==> src/rtl/fir_sched_pkg.sv <==
// ---------------------------------------------------------------------------
// fir_sched_pkg
// Shared types and helpers for the FIR stage scheduler.
//   state_t    : scheduler FSM states (IDLE, ISSUE, WAIT)
//   stage_w()  : index width for a count of n items, never narrower than 1 bit
//   MAX_STAGES : largest supported decimation cascade depth
// ---------------------------------------------------------------------------
package fir_sched_pkg;

   localparam int MAX_STAGES = 8;

   typedef enum logic [1:0] {
      IDLE  = 2'd0,
      ISSUE = 2'd1,
      WAIT  = 2'd2
   } state_t;

   // Width needed to index n items; a single item still gets one bit.
   function automatic int stage_w(input int n);
      return (n > 1) ? $clog2(n) : 1;
   endfunction

endpackage

==> src/rtl/fir_stage_scheduler.sv <==
// ---------------------------------------------------------------------------
// fir_stage_scheduler
// Time-shares one external FIR engine across a cascade of NUM_STAGES
// decimate-by-DEC_FACTOR stages. Stage 0 takes audio samples, each later
// stage takes every DEC_FACTOR-th result of the stage before it, and the last
// stage drives dec_output.
//
// Ports
//   clk_in             : system clock
//   rst_in             : asynchronous, active-high reset
//   audio_in           : signed input sample
//   audio_sample_valid : 1-cycle strobe, audio_in valid
//   eng_start          : 1-cycle pulse, engine begins on eng_stage/eng_sample
//   eng_stage          : stage index (delay line / coefficient select)
//   eng_sample         : sample presented to the engine
//   eng_done           : 1-cycle strobe, eng_result valid
//   eng_result         : filtered sample from the engine
//   dec_output         : final decimated sample (held)
//   dec_output_ready   : 1-cycle strobe, dec_output updated
//   overrun            : sticky, a sample was dropped
//   timeout_err        : sticky, engine watchdog fired
//
// Build option
//   FIR_SCHED_TIMEOUT_EN : adds a WAIT-state watchdog of TIMEOUT cycles.
//                          Without it WAIT waits forever and timeout_err is 0.
// ---------------------------------------------------------------------------
module fir_stage_scheduler
   import fir_sched_pkg::*;
#(
   parameter int WIDTH      = 8,
   parameter int NUM_STAGES = 2,
   parameter int DEC_FACTOR = 4,
   parameter int TIMEOUT    = 64
) (
   input  logic                            clk_in,
   input  logic                            rst_in,
   input  logic [WIDTH-1:0]                audio_in,
   input  logic                            audio_sample_valid,
   output logic                            eng_start,
   output logic [stage_w(NUM_STAGES)-1:0]  eng_stage,
   output logic [WIDTH-1:0]                eng_sample,
   input  logic                            eng_done,
   input  logic [WIDTH-1:0]                eng_result,
   output logic [WIDTH-1:0]                dec_output,
   output logic                            dec_output_ready,
   output logic                            overrun,
   output logic                            timeout_err
);

   localparam int SW = stage_w(NUM_STAGES);
   localparam int CW = stage_w(DEC_FACTOR);
   localparam logic [CW-1:0] CNT_LAST   = CW'(DEC_FACTOR - 1);
   localparam logic [SW-1:0] LAST_STAGE = SW'(NUM_STAGES - 1);

   state_t                  state_q, state_d;
   logic [NUM_STAGES-1:0]   pending_q, pending_d;
   logic [WIDTH-1:0]        slot_q [NUM_STAGES];
   logic [WIDTH-1:0]        slot_d [NUM_STAGES];
   logic [CW-1:0]           cnt_q  [NUM_STAGES];
   logic [CW-1:0]           cnt_d  [NUM_STAGES];

   logic                    eng_start_q, eng_start_d;
   logic [SW-1:0]           eng_stage_q, eng_stage_d;
   logic [WIDTH-1:0]        eng_sample_q, eng_sample_d;
   logic [WIDTH-1:0]        dec_output_q, dec_output_d;
   logic                    dec_output_ready_q, dec_output_ready_d;
   logic                    overrun_q, overrun_d;

   logic [SW-1:0]           pick;
   logic                    any_pending;
   logic [SW-1:0]           next_stage;

`ifdef FIR_SCHED_TIMEOUT_EN
   localparam int WD_W = $clog2(TIMEOUT + 1);
   localparam logic [WD_W-1:0] WD_LAST = WD_W'(TIMEOUT - 1);
   logic [WD_W-1:0]         wd_q, wd_d;
   logic                    timeout_err_q, timeout_err_d;
`endif

   // Stage currently owning the engine forwards into the one after it.
   assign next_stage = eng_stage_q + SW'(1);

   // Priority pick: the loop runs upward so the highest pending index wins,
   // which drains deep stages before feeding them more work.
   always_comb begin
      pick        = '0;
      any_pending = |pending_q;
      for (int i = 0; i < NUM_STAGES; i++) begin
         if (pending_q[i]) begin
            pick = SW'(i);
         end
      end
   end

   // Next-state logic for the FSM, the per-stage bookkeeping and every
   // registered output. The input-accept block sits after the FSM case so
   // that a new stage-0 sample overrides the ISSUE-cycle pending clear.
   always_comb begin
      state_d            = state_q;
      pending_d          = pending_q;
      slot_d             = slot_q;
      cnt_d              = cnt_q;
      eng_start_d        = 1'b0;
      eng_stage_d        = eng_stage_q;
      eng_sample_d       = eng_sample_q;
      dec_output_d       = dec_output_q;
      dec_output_ready_d = 1'b0;
      overrun_d          = overrun_q;
`ifdef FIR_SCHED_TIMEOUT_EN
      wd_d               = wd_q;
      timeout_err_d      = timeout_err_q;
`endif

      case (state_q)
         IDLE: begin
            if (any_pending) begin
               state_d      = ISSUE;
               eng_start_d  = 1'b1;
               eng_stage_d  = pick;
               eng_sample_d = slot_q[pick];
            end
         end

         ISSUE: begin
            pending_d[eng_stage_q] = 1'b0;
            state_d                = WAIT;
`ifdef FIR_SCHED_TIMEOUT_EN
            wd_d                   = '0;
`endif
         end

         WAIT: begin
            if (eng_done) begin
               state_d = IDLE;
               if (cnt_q[eng_stage_q] == CNT_LAST) begin
                  cnt_d[eng_stage_q] = '0;
                  if (eng_stage_q == LAST_STAGE) begin
                     dec_output_d       = eng_result;
                     dec_output_ready_d = 1'b1;
                  end else if (pending_q[next_stage]) begin
                     // Downstream slot still unissued: keep its old sample.
                     overrun_d = 1'b1;
                  end else begin
                     slot_d[next_stage]    = eng_result;
                     pending_d[next_stage] = 1'b1;
                  end
               end else begin
                  cnt_d[eng_stage_q] = cnt_q[eng_stage_q] + CW'(1);
               end
            end
`ifdef FIR_SCHED_TIMEOUT_EN
            // Abandon the job; the stage counter is left untouched.
            else if (wd_q == WD_LAST) begin
               timeout_err_d = 1'b1;
               state_d       = IDLE;
            end else begin
               wd_d = wd_q + WD_W'(1);
            end
`endif
         end

         default: state_d = IDLE;
      endcase

      // Stage 0 may be refilled in the same cycle it is being issued.
      if (audio_sample_valid) begin
         if (pending_q[0] && !(state_q == ISSUE && eng_stage_q == '0)) begin
            overrun_d = 1'b1;
         end else begin
            slot_d[0]    = audio_in;
            pending_d[0] = 1'b1;
         end
      end
   end

   // All state lives here; reset clears everything immediately.
   always_ff @(posedge clk_in or posedge rst_in) begin
      if (rst_in) begin
         state_q            <= IDLE;
         pending_q          <= '0;
         for (int i = 0; i < NUM_STAGES; i++) begin
            slot_q[i] <= '0;
            cnt_q[i]  <= '0;
         end
         eng_start_q        <= 1'b0;
         eng_stage_q        <= '0;
         eng_sample_q       <= '0;
         dec_output_q       <= '0;
         dec_output_ready_q <= 1'b0;
         overrun_q          <= 1'b0;
`ifdef FIR_SCHED_TIMEOUT_EN
         wd_q               <= '0;
         timeout_err_q      <= 1'b0;
`endif
      end else begin
         state_q            <= state_d;
         pending_q          <= pending_d;
         for (int i = 0; i < NUM_STAGES; i++) begin
            slot_q[i] <= slot_d[i];
            cnt_q[i]  <= cnt_d[i];
         end
         eng_start_q        <= eng_start_d;
         eng_stage_q        <= eng_stage_d;
         eng_sample_q       <= eng_sample_d;
         dec_output_q       <= dec_output_d;
         dec_output_ready_q <= dec_output_ready_d;
         overrun_q          <= overrun_d;
`ifdef FIR_SCHED_TIMEOUT_EN
         wd_q               <= wd_d;
         timeout_err_q      <= timeout_err_d;
`endif
      end
   end

   assign eng_start        = eng_start_q;
   assign eng_stage        = eng_stage_q;
   assign eng_sample       = eng_sample_q;
   assign dec_output       = dec_output_q;
   assign dec_output_ready = dec_output_ready_q;
   assign overrun          = overrun_q;

`ifdef FIR_SCHED_TIMEOUT_EN
   assign timeout_err = timeout_err_q;
`else
   // No watchdog in this build; the flag can never rise.
   assign timeout_err = 1'b0 & (TIMEOUT > 0);
`endif

endmodule

==> config.mk <==
export PLATFORM = sky130hd
export DESIGN_NAME = fir_stage_scheduler
export DESIGN_NICKNAME = d
export VERILOG_FILES = /design/src/rtl/fir_sched_pkg.sv /design/src/rtl/fir_stage_scheduler.sv
export SDC_FILE = /design/constraint.sdc
export NUM_CORES = 1
export LEC_CHECK = 0
export ABC_CLOCK_PERIOD_IN_PS = 3200
export BUFFER_PORTS_ARGS = -buffer_cell sky130_fd_sc_hd__buf_4
export CORE_MARGIN = 2
export CORE_UTILIZATION = 45
export DETAILED_ROUTE_END_ITERATION = 16
export PLACE_DENSITY = 0.73
export SLEW_MARGIN = 20
export SYNTH_ARGS = -nofsm -noshare
export SYNTH_HDL_FRONTEND = slang
export SYNTH_SLANG_ARGS = --single-unit
export TNS_END_PERCENT = 50
==> constraint.sdc <==
create_clock -name clk_in -period 3.2 [get_ports clk_in]
set_clock_uncertainty 0.15 [all_clocks]
set_input_delay 0.64 -clock clk_in [delete_from_list [all_inputs] [get_ports clk_in]]
set_output_delay 0.64 -clock clk_in [all_outputs]
set_load 0.05 [all_outputs]
**After elaboration in Yosys (flattened, before gate mapping)**

Cells that the tools add are included.

- Register bits: 44
- Latch bits: 0
- Bits in writable memories: 0
- Memory bits (read-only): 0
- Memories: 0

- $add $sub $neg: 2
- Multiply operators: 0
- Div/mod/pow operators: 0
- $lt $le $gt $ge: 9
- Equality and inequality tests: 8
- Shift-type cells: 0
- Mux-type cells: 50
- Bitwise operators: 10
- Reduce and logical (&&, ||, !) cells: 16

Operators with widths:

| operator | number |
|---|---|
| $mux 16 | 5 |
| $mux 8 | 6 |
| $mux 1 | 20 |
| $mux 2 | 10 |
| $bwmux 16 | 1 |
| $ne 2x2->1 const B | 5 |
| $reduce_and 5->1 | 2 |
| $demux 8 s1 | 1 |
| $ge 2x2->1 const B | 3 |
| $logic_and 1x1->1 | 6 |
| $not 1->2 | 3 |
| $pmux 2 s3 | 1 |
| $reduce_and 2->1 | 3 |
| $and 4x4->4 | 1 |
| $bwmux 4 | 1 |
| $eq 2x2->1 const B | 2 |
| $lt 1x2->1 const B | 2 |
| $lt 2x1->1 const B | 2 |
| $mux 4 | 1 |
| $not 4->4 | 1 |
| $pmux 2 s2 | 1 |
| $reduce_and 4->1 | 1 |
| $add 2x1->2 const B | 1 |
| $and 2x2->2 | 1 |
| 12 further kinds | 15 |

**Depth between registers and ports, before layout**

- Depth in word-level cells: 14
- Mapped depth: 6
- Gate-level depth less buffers: 5

**Worst setup path after synthesis**

OpenSTA, ideal clock, no wires.

- Kind: flip-flop to flip-flop
- Start point: reg eng_stage_q, in the netlist eng_stage
- End point: reg dec_output_q[0], in the netlist dec_output[0]
- Data arrival time: 2159 ps
- Required time: 2925 ps
- Setup slack: 766 ps
- Stages on the path, launching flop included: 6
- Path through: dfrtp_1 -> buf_2 -> mux2_2 -> ha_1 -> nand4_1 -> mux2_2

- Longest elaborated chain between the ends: 6

Ends and longest elaborated chain:

| what | line | RTL |
|---|---|---|
| from (decl) | fir_stage_scheduler.sv:63 | `logic [SW-1:0] eng_stage_q, eng_stage_d;` |
| from (signal assigned) | fir_stage_scheduler.sv:203 | `eng_stage_q <= eng_stage_d;` |
| $not 1->2 (implied by the code) | fir_stage_scheduler.sv:135 | `if (cnt_q[eng_stage_q] == CNT_LAST) begin` |
| $mux 2 (implied by the code) (3 in series) | fir_stage_scheduler.sv:135 |  |
| $eq 2x2->1 | fir_stage_scheduler.sv:135 |  |
| $reduce_and 4->1 (no line) * | -- |  |
| to (signal assigned) | fir_stage_scheduler.sv:205 | `dec_output_q <= dec_output_d;` |
| to (decl) | fir_stage_scheduler.sv:65 | `logic [WIDTH-1:0] dec_output_q, dec_output_d;` |

Mark *: on every way between the ends. The rest lies on a longest branch, timed or not. The select of a mux whose other input is x is not followed.
A chain may end at the register's enable or synchronous reset.

**Worst setup path in the final report**

- Start point: reg eng_stage_q, in the netlist eng_stage
- End point: reg slot_q[6] (netlist name)

- Longest elaborated chain between the ends: 7

Ends and longest elaborated chain:

| what | line | RTL |
|---|---|---|
| $add 1x1->1 | fir_stage_scheduler.sv:81 | `assign next_stage = eng_stage_q + SW'(1);` |
| $not 1->2 (implied by the code) | fir_stage_scheduler.sv:144 | `slot_d[next_stage] = eng_result;` |
| $ge 2x2->1 (implied by the code) / $lt 2x1->1 (equally long branches) | fir_stage_scheduler.sv:144 |  |
| $logic_and 1x1->1 (implied by the code) | fir_stage_scheduler.sv:144 |  |
| $mux 8 (implied by the code) | fir_stage_scheduler.sv:144 |  |
| $demux 8 s1 | fir_stage_scheduler.sv:144 |  |
| $bwmux 16 | fir_stage_scheduler.sv:144 |  |
| to (signal, indexed assignment) | fir_stage_scheduler.sv:199 | `slot_q[i] <= slot_d[i];` |
| to (decl) | fir_stage_scheduler.sv:57 | `logic [WIDTH-1:0] slot_q [NUM_STAGES];` |

Several ways; a longest one is shown, not always the timed one. The select of a mux whose other input is x is not followed.

==> metrics <==
Tcrit/Tclk final=between 70% and 80%; total track usage=around a fifth; Arr. time, crit path=~2500 ps; Net Sw Frac=roughly 40%; diode count=0; Core Area=roughly 4000 um2; Yosys top cell area share=between 50% and 60%; data required time of the worst path=between 3000 and 4000 ps; worst min path class=in -> async; Max Freq=just over 0.4 GHz; CTS H-tree depth=2; r2r startpoint=eng_stage$_DFFE_PP0P_; GR Overflow Total=0; PwrDens=between 900 and 1000 nW/um2; DIE HEIGHT=68.6 um; sequential fraction of the synthesis area=58.6%; First DRT Iteration DRCs=70; Rel. slew slack=about 50%; Psw=between 800 and 900 uW; CTS Sinks=44; cts hold-fix bufs=0; DP HPWL=between 2000 and 3000 um; synth unique cells=29; average vias per placed instance=between 5 and 6; clk_lat worst skew=290 ps; top_reg_cell synth=dfrtp_1; Syn Area/Cell=between 10 and 15 um2; Clock Tree Root=clkbuf_8; clock-pin slew on the worst setup and hold paths=80 ps; Int Power=about 1300 uW; global-route wire length before repair=between 6000 and 7000 um; Syn. warnings=0; Port Buffer Count=39; Comb pwr share=between 40% and 50%; CTS tree=built; Die Span X=slightly below 70 um; Yosys reg bits=44; Initial Utilization=a little under half; row count=23; post-route insts no fill=approximately 240; fillers=between 300 and 400; Max-Cap Viols=0; total setup buffers inserted after CTS=0; Final #Nets=212; Total Wirelength=just under 4000 um; Worst Path Max Fanout=13; vias=approximately 1200; most frequent cells after synthesis=dfrtp_1 (44), mux2_2 (28), nand2_1 (11), o21ai_0 (10); beginning of the critical path=eng_stage$_DFFE_PP0P_; largest area contributor in the netlist=dfrtp_1; Syn-to-layout area delta=23.2%; mapped cell area=between 1500 and 2000 um2; DR DRC count=0; initial antenna violation count=0; DP Cell Count=between 200 and 250; syn_nets=between 150 and 200; critical path launch point type=flip-flop; Fin. Hold Viols=0; unrepaired setup endpoints after global routing=no; die area=between 4000 and 5000 um2; drt first pass iters=4; Ports=41; top-count cell post-synth=dfrtp_1; CTS-repair resized insts=0; Final setup viols=0; Clock Path Buffers=2; final antenna-violating net count=0; fraction of layout cells with a size suffix above 1=between 40% and 50%; count of pins over their slew limit=0; Post-synth EDFFs=0; Post-Synthesis Cells=around 140; maximum vdd ir drop=around 0.54 mV; Crit Path Class=reg -> reg; Synth area leaders=dfrtp_1 (59%), mux2_2 (17%), mux2i_1 (4.3%), ha_1 (3.3%), o21ai_0 (2.7%); wire per inst=approximately 16 um; Final min period=about 2500 ps; gpl congestion=between 0.7 and 0.8; vias in the first global route=1377; Seq pwr share=between 40% and 50%; Setup TNS Final=0 ps; asr flop ratio synth=between 90% and 100%; Clk network pwr share=around 16%; crit path capture type=flip-flop; Slew @ Worst Pin=between 700 and 800 ps; largest net degree at the start of global routing=32; status=complete, no violations; Inserted Clock Buffers=5; Pleak=about 0.0011 uW
## layer usage
| layer | GRT usage, % | share of wire, % | vias to the layer above |
|---|---|---|---|
| li1 | - | - | 585 |
| met1 | 24.1 | 44 | 631 |
| met2 | 33.3 | 51 | 25 |
| met3 | 4.38 | 3.6 | 4 |
| met4 | 7.00 | 1.0 | 0 |
| met5 | 0 | 0 | - |
## power groups by stage
stage	clock network (uW)	registers, uW	logic (uW)
2_1_floorplan	0	1100	485
3_5_place_dp	0	922	939
6_report	356	912	928
5_1_grt	392	938	1020
4_1_cts	363	913	940
3_3_place_gp	0	907	905
## cell usage in the layout, fill, tap and decap left out, types with 2 or more instances in the layout
cell type / n
nand2b_1: 2
o22ai_1: 2
clkbuf_1: 2
a22o_1: 2
nand2_1: 11
o21ai_0: 10
inv_1: 7
mux2_2: 28
dfrtp_1: 44
buf_4: 41
mux2i_1: 8
clkbuf_8: 6
nor2_1: 4
ha_1: 5
## flip-flops by register name, summed over array words and instances, names as in the netlist
name and count:
state_q 2, eng_sample 8, cnt_q 4, slot_q 16, dec_output_ready 1, pending_q 2, eng_start 1, overrun 1
eng_stage 1, dec_output 8
## per-stage QoR
step	util, %	cell area [um2]	power (uW)	setup WS, ps	hold slack [ps]
2_1_floorplan	-	1880	1580	766	294
4_1_cts	57.9	2310	2220	715	346
6_report	57.9	2310	2200	731	286
5_1_grt	57.9	2310	2350	596	344
3_3_place_gp	55.6	2220	1810	874	317
3_5_place_dp	55.6	2220	1860	729	326
## worst paths after layout
path                       slack (ps)                        end  cells past startpoint
min in group clk_in               340  eng_sample[4]$_DFFE_PP0P_                      2
min reg2reg                       340  eng_sample[4]$_DFFE_PP0P_                      2
max                               730      slot_q[6]$_DFFE_PP0P_                      4
max reg2reg                       730      slot_q[6]$_DFFE_PP0P_                      4
min                               290       cnt_q[2]$_DFFE_PP0P_                      2
max in group asynchronous        1960      slot_q[7]$_DFFE_PP0P_                      3
## worst max-delay path: stages (launching register included)
cell and delay (ps):
dfrtp_1 630, mux2_2 250, ha_1 240, nor4b_4 660, mux2_2 420
## cell families after synthesis
kind of cell    count (synthesis)  share of synthesized area, %
flops                          44                          58.6
mux                            36                          21.0
simple gates                   23                          6.46
compound gates                 22                          7.46
buf+inv                        13                          2.93
fa+ha+maj                       5                          3.33
other cells                     1                         0.200
## area by class of cell
cell class	instances	area, um2	share of cell area, %
multi-input cells	87	723	31.2
clock buffers	8	90.1	3.89
repair buffers	41	308	13.3
flip-flops and latches	44	1100	47.6
inverters	8	30.0	1.30
well taps	50	62.6	2.70
No activity file was read; power rests on OpenSTA's default activity.
